## config.mk

```make
export PLATFORM = sky130hd
export DESIGN_NAME = fanin_merge
export DESIGN_NICKNAME = d
export VERILOG_FILES = /design/src/rtl/fanin_pkg.sv /design/src/rtl/rr_arbiter.sv /design/src/rtl/fanin_merge.sv
export SDC_FILE = /design/constraint.sdc
export NUM_CORES = 1
export LEC_CHECK = 0
export BUFFER_PORTS_ARGS = -buffer_cell sky130_fd_sc_hd__buf_4
export CAP_MARGIN = 20
export CORE_UTILIZATION = 50
export CTS_BUF_LIST = sky130_fd_sc_hd__clkbuf_4 sky130_fd_sc_hd__clkbuf_8
export DETAILED_ROUTE_END_ITERATION = 8
export GPL_TIMING_DRIVEN = 0
export PLACE_DENSITY = 0.79
export SLEW_MARGIN = 20
export SYNTH_ARGS = -nofsm -noshare
export SYNTH_HDL_FRONTEND = slang
export SYNTH_SLANG_ARGS = --single-unit
```

## constraint.sdc

```tcl
create_clock -name clk -period 11.1 [get_ports clk]
set_input_delay 1.11 -clock clk [delete_from_list [all_inputs] [get_ports clk]]
set_output_delay 1.11 -clock clk [all_outputs]
set_load 0.01 [all_outputs]
```

## src/rtl/fanin_pkg.sv

```systemverilog
// Shared types and helpers for the fan-in merge block: default sizing,
// the buffered entry layout and the round-robin index wrap.
package fanin_pkg;

  localparam int NUM_IN_DEFAULT = 6;
  localparam int DATA_W_DEFAULT = 17;
  localparam int SRC_W_DEFAULT  = $clog2(NUM_IN_DEFAULT);

  // Buffered word tagged with the port that supplied it (default sizing).
  typedef struct packed {
    logic [SRC_W_DEFAULT-1:0]  src;
    logic [DATA_W_DEFAULT-1:0] data;
  } entry_t;

  function automatic int next_idx(input int idx, input int n);
    return (idx + 1 >= n) ? 0 : idx + 1;
  endfunction

endpackage

```

## src/rtl/rr_arbiter.sv

```systemverilog
// Round-robin arbiter: grants the first requester at or after ptr, wrapping
// modulo NUM_IN. Grant is one-hot, or zero when disabled or nothing requests.
module rr_arbiter
  import fanin_pkg::*;
#(
  parameter int NUM_IN = NUM_IN_DEFAULT,
  parameter int SRC_W  = $clog2(NUM_IN)
) (
  input  logic [NUM_IN-1:0] req,
  input  logic [SRC_W-1:0]  ptr,
  input  logic              en,
  output logic [NUM_IN-1:0] grant,
  output logic [SRC_W-1:0]  idx
);

  logic found;
  int   cur;

  // NOTE: every output and scratch variable gets a default before the scan so
  // no path through the loop leaves a value unassigned (no inferred latch).
  always_comb begin
    grant = '0;
    idx   = '0;
    found = 1'b0;
    cur   = int'(ptr);
    for (int k = 0; k < NUM_IN; k++) begin
      if (en && !found && req[SRC_W'(cur)]) begin
        found                = 1'b1;
        grant[SRC_W'(cur)]   = 1'b1;
        idx                  = SRC_W'(cur);
      end
      cur = next_idx(cur, NUM_IN);
    end
  end

endmodule

```

## src/rtl/fanin_merge.sv

```systemverilog
// Merges NUM_IN ready/valid producers into one consumer stream through a
// round-robin arbiter and a registered 2-entry buffer (no out_ready->in_ready path).
module fanin_merge
  import fanin_pkg::*;
#(
  parameter int NUM_IN = NUM_IN_DEFAULT,
  parameter int DATA_W = DATA_W_DEFAULT,
  parameter int SRC_W  = $clog2(NUM_IN)
) (
  input  logic                     clk,
  input  logic                     rst,
  input  logic [NUM_IN-1:0]        cfg_en,
  input  logic [NUM_IN-1:0]        in_valid,
  input  logic [NUM_IN*DATA_W-1:0] in_data,
  output logic [NUM_IN-1:0]        in_ready,
  output logic                     out_valid,
  output logic [DATA_W-1:0]        out_data,
  output logic [SRC_W-1:0]         out_src,
  input  logic                     out_ready
);

  typedef struct packed {
    logic [SRC_W-1:0]  src;
    logic [DATA_W-1:0] data;
  } buf_entry_t;

  logic [NUM_IN-1:0] elig;
  logic [NUM_IN-1:0] grant;
  logic [SRC_W-1:0]  grant_idx;
  logic [SRC_W-1:0]  rr_ptr;
  logic [1:0]        count;
  logic              space;
  logic              push;
  logic              pop;
  logic              wr_ptr;
  logic              rd_ptr;
  logic [DATA_W-1:0] push_data;
  buf_entry_t        fifo_q [2];

  assign elig  = in_valid & cfg_en;
  // Space comes from the registered count only, keeping out_ready off the in_ready path.
  assign space = (count < 2'd2);

  rr_arbiter #(
    .NUM_IN (NUM_IN),
    .SRC_W  (SRC_W)
  ) u_arb (
    .req   (elig),
    .ptr   (rr_ptr),
    .en    (space & ~rst),
    .grant (grant),
    .idx   (grant_idx)
  );

  assign in_ready = grant;
  assign push     = |(in_valid & in_ready);
  assign pop      = out_valid & out_ready;

  // AND-OR select: non-granted ports are masked, so X on them cannot leak through.
  always_comb begin
    push_data = '0;
    for (int i = 0; i < NUM_IN; i++) begin
      push_data |= in_data[i*DATA_W +: DATA_W] & {DATA_W{grant[i]}};
    end
  end

  // NOTE: sequential state uses non-blocking assignments so every register
  // samples pre-edge values regardless of statement order.
  always_ff @(posedge clk) begin
    if (rst) begin
      count  <= 2'd0;
      wr_ptr <= 1'b0;
      rd_ptr <= 1'b0;
      rr_ptr <= '0;
      // NOTE: the two storage entries are reset because they drive out_data/out_src
      // directly; a deeper RAM-style buffer would leave its storage unreset.
      fifo_q[0] <= '0;
      fifo_q[1] <= '0;
    end else begin
      if (push) begin
        fifo_q[wr_ptr] <= '{src: grant_idx, data: push_data};
        wr_ptr         <= ~wr_ptr;
        rr_ptr         <= SRC_W'(next_idx(int'(grant_idx), NUM_IN));
      end
      if (pop) begin
        rd_ptr <= ~rd_ptr;
      end
      unique case ({push, pop})
        2'b10:   count <= count + 2'd1;
        2'b01:   count <= count - 2'd1;
        default: count <= count;
      endcase
    end
  end

  assign out_valid = (count != 2'd0);
  assign out_data  = fifo_q[rd_ptr].data;
  assign out_src   = fifo_q[rd_ptr].src;

  // The grant is gated by space, so a push into a full buffer cannot happen.
  no_push_when_full: assert property (@(posedge clk) disable iff (rst) push |-> (count != 2'd2));

endmodule

```

---- Yosys cells after proc, flatten, opt, wreduce, memory -nomap -nowiden ----
Memories as Yosys holds them, arrays and structs flattened. A register that Yosys moved wholly into a read port is not among the register bits.
Index checks and enable logic that the tools add are counted.
storage, ports and cells
  output and inout port bits .............. 27
  memory bits (writable) .................. 40
  flip-flop bits (word level) ............. 7
  input port bits ......................... 117
  memories kept ........................... 1
cells by class
  $add $sub $neg .......................... 8
  muxes and demuxes ....................... 64
  magnitude comparators ................... 19
  reduce and logical (&&, ||, !) cells .... 26
  bitwise operators ....................... 23
  eq/ne operators ......................... 2
memories
  memory  depth  width  read ports  clocked after Yosys merged registers in  wr ports  line               source
  fifo_q  2      20     1           1                                        2         fanin_merge.sv:38  buf_entry_t fifo_q [2];
operators with widths
  kind                     number
  $ge A32 B4 Y1 const B    5
  $add A32 B2 Y32 const B  4
  $mux W32                 4
  $and A17 B17 Y17         6
  $or A17 B17 Y17          5
  $mux W6                  6
  $mux W1                  32
  $lt A3 B5 Y1 const B     6
  $or A6 B6 Y6             5
  $mux W3                  8
  $mux W20                 1
  $reduce_or A20 Y1        1
  $bmux W1 S3              6
  $demux W1 S3             6
  $ge A3 B1 Y1 const B     6
  $logic_and A1 B1 Y1      17
  $and A6 B6 Y6            2
  $add A3 B1 Y4 const B    2
  $reduce_or A6 Y1         1
  $logic_not A1 Y1         5
  $ge A4 B3 Y1 const B     1
  $pmux W2 S2              1
  $reduce_bool A2 Y1       2
  $not A1 Y1               3
  6 further kinds          7

---- Longest topological paths before layout ----
Gate-level depths: netlist (run 1).
  depth in word-level cells ............... 33
  gate-level depth with buffers ........... 42

---- Modules after synthesis ----
A second synthesis (run 1) with hierarchy kept.
unflattened totals
  cell total of the unflattened synthesis .. 466
  area, all modules ....................... 4246.6 um^2
by module, submodules not included
  module       cells each  sequential area each (um^2)  area an instance (um^2)  times used
  fanin_merge  244         1361.3                       2688.8                   1
  rr_arbiter   222         0.0                          1557.7                   1

---- Worst setup path before layout (run 1) ----
Ideal clock, no wire load.
  path type ............................... flip-flop to output port
  start point ............................. register rr_ptr[0]
  end point ............................... output port in_ready[0]
  cell stages (with the launch flop) ...... 39
  data required time ...................... 9990 ps
  path slack .............................. 3058 ps
  arrival time ............................ 6932 ps
  cell sequence ........................... dfxtp_1 > clkbuf_1 > inv_2 > ha_1 > buf_2 > nor2_1 > o21ai_2 > clkinv_1 > ha_1 > buf_2 > o21ai_0 > o21ai_2 > nor3_2 > nand2_1 > ha_1 > clkbuf_1 > nand2b_1 > buf_2 > [... 3 more ...] > nand2_4 > inv_2 > ha_1 > clkbuf_1 > nor2b_1 > o21ai_4 > inv_1 > ha_1 > nor2b_1 > nor2_1 > a41oi_1 > o21ai_0 > o221ai_1 > nand4b_2 > o21a_1 > buf_4 > buf_6 > inv_1
on the way
  word-level cells in the longest chain between the ends .. 25
ends and longest elaborated chain
  item                                                    line               source
  start: declaration                                      fanin_merge.sv:30  logic [SRC_W-1:0] rr_ptr;
  start signal: assignment                                fanin_merge.sv:83  rr_ptr <= SRC_W'(next_idx(int'(grant_idx), NUM_IN));
  branches (longest 24 deep; another with $ge A32 B4 Y1)  n/a
  $mux W6 *                                               rr_arbiter.sv:27   if (en && !found && req[SRC_W'(cur)]) begin
  end: declaration                                        fanin_merge.sv:15  output logic [NUM_IN-1:0] in_ready,
Mark *: on every way between the ends. The select of a mux whose other input is x is not followed.

---- Worst setup path after layout (run 1) ----
Same ends and word-level chain as after synthesis.

==> qor.csv, run 1 <==
stage;metric;value;unit
finish;layout_commonest_cell;buf_4;
routing;detail-route-antenna-nets;0;
routing;drtIter0Drc;281;
finish;layout_common_cells;113 x buf_4, 47 x inv_1, 45 x nor2_1, 40 x edfxtp_1, 32 x nand2_1;
clock_tree;cts_hold_buf;0;
outcome;status;complete, no violations;
clock_tree;path_clk_slew;80;ps
floorplanning;ios;144;
setup_path;cp_slowest_cell;nor3_2;
routing;drc;0;
floorplanning;initial_utilization;0.525;
sta;skew;4.02;ps
floorplanning;rows;33;
clock_tree;cts_sinks;48;
routing;num_vias;4142;
global_route;grt_pass1_vias;3906;
routing;dr.pass1.iters;5;
setup_path;crit_path_end_kind;primary output;
clock_tree;clockRootBuffer;clkbuf_8;
sta;hold_violations;0;
finish;nets;721;
setup_path;cp_common_cell;ha_1;
sta;period_needed;10000;ps
routing;wl;12000;um
floorplanning;dieArea;0.00918;mm2
global_route;grt_pass1_wl;18700;um
synthesis;syn_area;0.00440;mm2
placement;dp_hpwl;9400;um
floorplanning;core-area;0.00838;mm2
clock_tree;clk_path_buf_depth;2;
sta;rsz0062_at_grt;no;
clock_tree;cts_max_level;2;
synthesis;ys_types;82;
clock_tree;postCtsSetupRepairBufs;0;
setup_path;cpPeakStageDelay;470;ps
floorplanning;dieHeight;95.8;um
sta;slew_headroom;0.389;
synthesis;synth_cells;475;
finish;layout-drive-gt1-share;0.372;
synthesis;synthArstFlopShare;0;
global_route;antenna_found_initial;0;
sta;finalCritPeriodShare;0.901;
clock_tree;cts_tree;built;
synthesis;avgSynthCellArea;9.26;um2
setup_path;worst_setup_path_start_kind;flop;
routing;viasPerCell;5.94;
synthesis;synth_ff_type;edfxtp_1;
setup_path;cp.required;9990;ps
setup_path;critical_path_arrival;8890;ps
setup_path;crit_fanout;10;
sta;fmax;0.100;GHz
sta;setup_viol;0;
clock_tree;clk_latency;300;ps
finish;layout.area.seq;0.00136;mm2
run;max_cap_violations;0;
routing;routedWlPerCell;17.2;um
sta;setup_tns;0;ps
min_path;hp-class;reg -> reg;
clock_tree;cts_resized;0;
placement;port-buffer-count;106;
floorplanning;die_x;95.8;um
synthesis;seq_area_frac_synth;0.309;
placement;globalplace.congestion;0.951;
finish;diodes;0;
synthesis;yosys_warnings;0;
global_route;grt_use_total;0.265;
sta;tightest_slew;914;ps
synthesis;synth.ff_latch_count;48;
finish;multiInputGateArea;0.00267;mm2
sta;finalMaxSlewViolations;0;
setup_path;crit_type;reg -> out;
global_route;grt_max_degree;21;
finish;syn_to_final_growth;23.9;%
global_route;grt_overflow;0;
clock_tree;cts_buffers;5;
finish;nFillCells;698;
synthesis;synth_edf_count;40;
final timing paths:
kind	from	end	slack, ps	cells past startpoint
max	rr_ptr[0]$_SDFFE_PP0N_	in_ready[0]	1100	39
min	rd_ptr$_SDFFE_PP0P_	rd_ptr$_SDFFE_PP0P_	530	2
max reg2reg	rr_ptr[0]$_SDFFE_PP0N_	fifo_q[1][9]$_SDFFCE_PN0P_	1380	37
min reg2reg	rd_ptr$_SDFFE_PP0P_	rd_ptr$_SDFFE_PP0P_	530	2
registers in the layout, summed over array words and instances, names as in the netlist, named ones only:
signal and cells:
wr_ptr 1, rd_ptr 1, rr_ptr 3, fifo_q 40, count 2
cells by family after synthesis:
kind of cell	count (synthesis)	share of synthesized area
other	1	0.000852
xor gates and xnor gates	9	0.0222
muxes	28	0.0771
DFF	48	0.309
buffers and inverters	79	0.0876
AOI/OAI and AO/OA	120	0.250
and+or+nand+nor	177	0.216
adders and majority gates	13	0.0370
per-layer routing:
| metal | global-route usage | wire length [um] | vias to the layer above |
|---|---|---|---|
| li1 | - | - | 1989 |
| met1 | 0.333 | 4980 | 1970 |
| met2 | 0.470 | 6060 | 162 |
| met3 | 0.0292 | 712 | 21 |
| met4 | 0.0883 | 245 | 0 |
| met5 | 0 | 0 | - |
area by class of cell:
class,count,share of cell area
sequential,48,0.250
clock buffer,5,0.0126
buffer,28,0.0356
multi-input combinational,351,0.489
clock inverter,3,0.00781
tap,105,0.0241
inverter,51,0.0351
timing repair buffer,106,0.146
per-stage QoR:
step	area, um2	setup WS (ps)	utilization	cells	hold WS, ps
4_1_cts	5450	1280	0.650	697	528
3_5_place_dp	5340	1540	0.637	689	505
3_3_place_gp	5340	1650	0.637	689	495
2_1_floorplan	4410	3060	-	478	481
6_report	5450	1100	0.650	697	526
5_1_grt	5450	462	0.650	697	579
synth_stat cells (4+ instances only):
cell       n  share of area
nor2b_1    7          0.010
a22oi_1   17          0.029
xnor2_1    6          0.012
or3_1      4         0.0057
buf_4      7          0.012
nor3_1    14          0.016
o221a_4    9          0.041
o221a_2    9          0.023
nand4_1    4         0.0057
o211ai_1   8          0.014
dfxtp_1    8          0.036
o21ai_2    4         0.0080
edfxtp_1  40           0.27
o21ai_0   13          0.015
buf_2      8         0.0091
o21a_1     4         0.0068
clkbuf_1   6         0.0051
buf_6      7          0.018
o221ai_1   4         0.0080
ha_1      13          0.037
o21ai_1    4         0.0045
nand3_1   12          0.014
inv_1     47          0.040
a21oi_1    8         0.0091
nand2b_1   6         0.0085
nor2_2    11          0.016
and2_1    12          0.017
nand2_1   32          0.027
nor4_1     7          0.010
nor2_1    45          0.038
mux2_2    23          0.059
critical path: cells and delay by family (launching register included):
kind                       cells  cell delay [ps]
buffers and inverters         14             2750
and+or+nand+nor               11             2010
AOI/OAI and AO/OA              9             1820
adders and majority gates      5             1590
DFF                            1              400
Power of run 1 is left out: the tool's default activity adds up to more than one toggle a clock period on the data nets, which glitch-free logic cannot reach.
==> run 2: changes to the inputs <==
PLACE_DENSITY = 0.82   (was 0.79)
==> run 2 against run 1 <==
Net effect: sequential share of layout area grew 0.11 points; fmax shrank 0.12%; register-to-register slack lost 50 ps; critical path depth shrank 2; core utilization shrank 0.28 points; setup slack lost 12 ps.
==> qor.csv, run 2 (synthesized netlist as in run 1, its figures left out) <==
stage;metric;value;unit;change
finish;syn_to_final_growth;23.3;%;was 23.9%
sta;fmax;0.0998;GHz;was 0.100 GHz
routing;dr.pass1.iters;5;;unchanged
floorplanning;dieArea;0.00918;mm2;unchanged
setup_path;crit_type;reg -> out;;unchanged
placement;port-buffer-count;106;;unchanged
finish;layout_common_cells;113 x buf_4, 47 x inv_1, 45 x nor2_1, 40 x edfxtp_1, 32 x nand2_1;;unchanged
sta;tightest_slew;912;ps;was 914 ps
routing;routedWlPerCell;17.2;um;about the same
sta;slew_headroom;0.390;;was 0.389
floorplanning;ios;144;;unchanged
sta;period_needed;10020;ps;was 10,000 ps
setup_path;crit_path_end_kind;primary output;;unchanged
global_route;grt_max_degree;21;;unchanged
placement;dp_hpwl;9270;um;was 9400 um
global_route;grt_pass1_vias;3767;;was 3,906
outcome;status;complete, no violations;;unchanged
floorplanning;initial_utilization;0.525;;unchanged
floorplanning;dieHeight;95.8;um;unchanged
clock_tree;clockRootBuffer;clkbuf_8;;unchanged
finish;largest_register_ffs;40;;unchanged
clock_tree;cts_buffers;5;;unchanged
setup_path;critical_path_arrival;8910;ps;was 8890 ps
finish;regMostFlops;fifo_q;;unchanged
run;max_cap_violations;0;;unchanged
placement;globalplace.congestion;0.907;;was 0.951
setup_path;cp.required;9990;ps;about the same
floorplanning;rows;33;;unchanged
setup_path;cp_common_cell;ha_1;;unchanged
clock_tree;clk_latency;290;ps;was 300 ps
sta;hold_violations;0;;unchanged
global_route;grt_overflow;0;;unchanged
sta;skew;3.44;ps;was 4.02 ps
sta;whs;532;ps;was 526 ps
global_route;antenna_found_initial;0;;unchanged
setup_path;cpPeakStageDelay;460;ps;was 470 ps
sta;finalMaxSlewViolations;0;;unchanged
routing;detail-route-antenna-nets;0;;unchanged
clock_tree;postCtsSetupRepairBufs;0;;unchanged
clock_tree;path_clk_slew;80;ps;about the same
sta;setup_tns;0;ps;unchanged
setup_path;r2r_slack;1330;ps;was 1380 ps
clock_tree;cts_hold_buf;0;;unchanged
routing;num_vias;4100;;was 4,142
finish;layout_commonest_cell;buf_4;;unchanged
placement;post-place-ws;1550;ps;was 1540 ps
setup_path;crit_end;in_ready[0];;unchanged
setup_path;reg2reg_from;rr_ptr[0]$_SDFFE_PP0N_;;unchanged
sta;setup_viol;0;;unchanged
routing;drc;0;;unchanged
min_path;hp-class;reg -> reg;;unchanged
finish;largest_registers;fifo_q (40), rr_ptr (3), count (2);;unchanged
routing;wl;12000;um;about the same
clock_tree;clk_path_buf_depth;2;;unchanged
clock_tree;cts_resized;0;;unchanged
clock_tree;cts_sinks;48;;unchanged
min_path;worstHoldStart;rd_ptr$_SDFFE_PP0P_;;unchanged
setup_path;crit_fanout;10;;unchanged
global_route;grt_use_total;0.257;;was 0.265
global_route;grt_pass1_wl;18200;um;was 18,700 um
floorplanning;core-area;0.00838;mm2;unchanged
setup_path;worstSetupStartpoint;rr_ptr[0]$_SDFFE_PP0N_;;unchanged
setup_path;worst_setup_path_start_kind;flop;;unchanged
sta;rsz0062_at_grt;no;;unchanged
sta;finalWorstSetupSlack;1080;ps;was 1100 ps
clock_tree;cts_max_level;2;;unchanged
routing;viasPerCell;5.88;;was 5.94
finish;diodes;0;;unchanged
setup_path;rr_endpoint;fifo_q[1][6]$_SDFFCE_PN0P_;;was fifo_q[1][9]$_SDFFCE_PN0P_
setup_path;rr_worst_depth;37;;unchanged
clock_tree;cts_tree;built;;unchanged
sta;finalCritPeriodShare;0.902;;was 0.901
finish;layout-drive-gt1-share;0.370;;was 0.372
setup_path;cp_slowest_cell;nor3_2;;unchanged
routing;drtIter0Drc;220;;was 281
floorplanning;die_x;95.8;um;unchanged
finish;nets;721;;unchanged
run 2: changes by cell type in the layout (fill, tap and decap cells not counted):
cell | previous run | this run
bufinv_16 | 1 | 0
clkinv_1 | 1 | 2
clkinv_2 | 1 | 0
clkinvlp_4 | 1 | 2
run 2: how the worst min path moves through the flow:
stage,to,slack [ps],cells after the start
after floorplan,flop,480,2
after global placement,flop,490,2
after detailed placement,flop,510,2
after CTS,flop,540,2
after global routing,flop,570,2
final,flop,530,2
run 2: layer usage:
| layer | GRT usage | routed length [um] |
|---|---|---|
| met1 | 0.330 | 5020 |
| met2 | 0.463 | 6050 |
| met3 | 0.0197 | 724 |
| met4 | 0.0734 | 201 |
| met5 | 0 | 0 |
run 2: area by class of cell:
| type | instances | area [um2] |
|---|---|---|
| timing repair buffer | 106 | 796 |
| buffer | 28 | 194 |
| inverter | 51 | 191 |
| fill | 712 | 2960 |
| tap | 105 | 131 |
| clock inverter | 3 | 18.8 |
| clock buffer | 5 | 68.8 |
| sequential | 48 | 1360 |
| multi-input combinational | 351 | 2670 |
run 2: per-stage QoR:
step	area, um2	util	cells
after CTS	5430	0.647	697
after global placement	5340	0.637	689
after detailed placement	5340	0.637	689
after floorplan	4410	-	478
after global routing	5430	0.647	697
final	5430	0.647	697
run 2: worst max-delay path, delay by kind of cell (launching register included):
kind / cells / cell delay [ps]
AO/OA/AOI/OAI: 8 / 1870
adder cells (fa/ha/maj): 5 / 1590
buffers and inverters: 14 / 2790
flip-flops: 1 / 380
AND/OR/NAND/NOR: 10 / 1940
Power of run 2 is left out for the same reason.
==> run 3: changes to the inputs <==
BUFFER_PORTS_ARGS = -buffer_cell sky130_fd_sc_hd__clkbuf_2   (was -buffer_cell sky130_fd_sc_hd__buf_4)
==> run 3 against run 2 <==
Net effect: sequential share of layout area rose by 1.2 points; setup slack better by 110 ps; clock skew is 3.3 ps higher; die area unchanged; register-to-register slack improved by 80 ps; hold slack lost 7.9 ps; non-clock buffer count stayed put; core utilization fell by 2.9 points; first-iteration DRC count is 17% higher; final cell count unchanged; design area is 4.5% lower; routed wire length is 5.9% lower; highest routed layer unchanged.
==> qor.csv, run 3 (synthesized netlist as in run 1, its figures left out) <==
stage;metric;value;unit;change
sta;finalCritPeriodShare;0.893;;was 0.902
sta;rsz0062_at_grt;no;;unchanged
setup_path;cp_common_cell;ha_1;;unchanged
setup_path;cp.required;9990;ps;about the same
floorplanning;die_x;95.8;um;unchanged
finish;regMostFlops;fifo_q;;unchanged
finish;largest_register_ffs;40;;unchanged
setup_path;crit_path_end_kind;primary output;;unchanged
clock_tree;cts_max_level;2;;unchanged
setup_path;crit_fanout;10;;unchanged
clock_tree;postCtsSetupRepairBufs;0;;unchanged
routing;viasPerCell;5.92;;was 5.88
floorplanning;dieArea;0.00918;mm2;unchanged
setup_path;worstSetupStartpoint;rr_ptr[0]$_SDFFE_PP0N_;;unchanged
placement;port-buffer-count;106;;unchanged
sta;fmax;0.101;GHz;was 0.0998 GHz
run;max_cap_violations;0;;unchanged
setup_path;rr_worst_depth;37;;unchanged
finish;fin_cells;697;;unchanged
finish;layout_common_cells;106 x clkbuf_2, 47 x inv_1, 45 x nor2_1, 40 x edfxtp_1, 32 x nand2_1;;was 113 x buf_4, 47 x inv_1, 45 x nor2_1, 40 x edfxtp_1, 32 x nand2_1
global_route;grt_overflow;0;;unchanged
floorplanning;initial_utilization;0.525;;unchanged
setup_path;rr_endpoint;fifo_q[1][6]$_SDFFCE_PN0P_;;unchanged
setup_path;critical_path_arrival;8800;ps;was 8910 ps
setup_path;crit_buf_inv;15;;was 14
setup_path;r2r_slack;1410;ps;was 1330 ps
setup_path;cp_slowest_cell;nor4_2;;was nor3_2
finish;layout_commonest_cell;clkbuf_2;;was buf_4
setup_path;cpPeakStageDelay;460;ps;about the same
placement;post-place-ws;1570;ps;was 1550 ps
floorplanning;core-area;0.00838;mm2;unchanged
floorplanning;ios;144;;unchanged
sta;hold_violations;0;;unchanged
clock_tree;cts_sinks;48;;unchanged
sta;setup_tns;0;ps;unchanged
sta;slew_headroom;0.397;;was 0.390
finish;syn_to_final_growth;17.8;%;was 23.3%
setup_path;reg2reg_from;rr_ptr[0]$_SDFFE_PP0N_;;unchanged
floorplanning;rows;33;;unchanged
global_route;antenna_found_initial;0;;unchanged
routing;drc;0;;unchanged
global_route;grt_pass1_vias;3757;;was 3,767
clock_tree;cts_buffers;5;;unchanged
sta;finalMaxSlewViolations;0;;unchanged
setup_path;worst_setup_path_start_kind;flop;;unchanged
clock_tree;cts_resized;0;;unchanged
min_path;holdPathStages;2;;unchanged
placement;globalplace.congestion;0.972;;was 0.907
finish;layout-drive-gt1-share;0.372;;was 0.370
placement;dp_hpwl;8760;um;was 9270 um
clock_tree;cts_hold_buf;0;;unchanged
floorplanning;dieHeight;95.8;um;unchanged
global_route;grt_use_total;0.245;;was 0.257
global_route;grt_max_degree;21;;unchanged
clock_tree;cts_tree;built;;unchanged
min_path;worstHoldStart;rd_ptr$_SDFFE_PP0P_;;unchanged
setup_path;crit_type;reg -> out;;unchanged
sta;tightest_slew;902;ps;was 912 ps
finish;diodes;0;;unchanged
clock_tree;path_clk_slew;80;ps;about the same
clock_tree;clk_latency;300;ps;was 290 ps
routing;drtIter0Drc;258;;was 220
setup_path;path_delay_family;buffers and inverters;;unchanged
min_path;hp-class;reg -> reg;;unchanged
outcome;status;complete, no violations;;unchanged
finish;largest_registers;fifo_q (40), rr_ptr (3), count (2);;unchanged
sta;setup_viol;0;;unchanged
clock_tree;clockRootBuffer;clkbuf_8;;unchanged
routing;wl;11300;um;was 12,000 um
sta;whs;524;ps;was 532 ps
global_route;grt_pass1_wl;17600;um;was 18,200 um
finish;nFillCells;692;;was 712
clock_tree;clk_path_buf_depth;2;;unchanged
sta;finalWorstSetupSlack;1190;ps;was 1080 ps
sta;period_needed;9910;ps;was 10,020 ps
routing;num_vias;4128;;was 4,100
sta;skew;6.78;ps;was 3.44 ps
finish;nets;721;;unchanged
routing;detail-route-antenna-nets;0;;unchanged
routing;routedWlPerCell;16.2;um;was 17.2 um
placement;dpl.cell_count;689;;unchanged
routing;dr.pass1.iters;6;;was 5
[run 3: cell types whose count changed in the layout (fill, tap and decap cells not counted), sizes merged]
cell / before / now
clkinvlp: 2 / 1
buf: 128 / 22
bufinv: 0 / 1
clkbuf: 11 / 117
[run 3: routing by layer]
| metal | track usage | share of wire |
|---|---|---|
| met1 | 0.320 | 0.42 |
| met2 | 0.420 | 0.49 |
| met3 | 0.0261 | 0.068 |
| met4 | 0.0846 | 0.023 |
| met5 | 0 | 0 |
[run 3: cell type report]
cell class / instances / area, um2 / share of cell area
multi-input cells: 351 / 2670 / 0.514
flip-flops and latches: 48 / 1360 / 0.263
clock inverters: 3 / 42.5 / 0.00820
repair buffers: 106 / 531 / 0.102
plain buffers: 28 / 194 / 0.0374
well taps: 105 / 131 / 0.0253
inverters: 51 / 191 / 0.0369
clock buffers: 5 / 68.8 / 0.0133
[run 3: how the worst max path moves through the flow]
stage	to	slack, ps	cells after the start
floorplan	in_ready[0]	3060	38
global placement	fifo_q[1][14]$_SDFFCE_PN0P_	1760	37
detailed placement	fifo_q[1][10]$_SDFFCE_PN0P_	1570	37
CTS	in_ready[0]	1370	39
global route	in_ready[0]	350	39
finish	in_ready[0]	1190	39
[run 3: through the flow]
stage,util,area [um2]
2_1_floorplan,-,4410
3_3_place_gp,0.605,5070
3_5_place_dp,0.605,5070
4_1_cts,0.619,5180
5_1_grt,0.619,5180
6_report,0.619,5180
[run 3: worst reg2reg max path, delay by kind of cell, from the launching register on]
kind | cells | cell delay [ps]
xor gates and xnor gates | 1 | 500
buffers and inverters | 13 | 2680
AOI/OAI and AO/OA | 7 | 1630
and+or+nand+nor | 11 | 2550
adders and majority gates | 5 | 1470
DFF | 1 | 390
Power of run 3 is left out for the same reason.
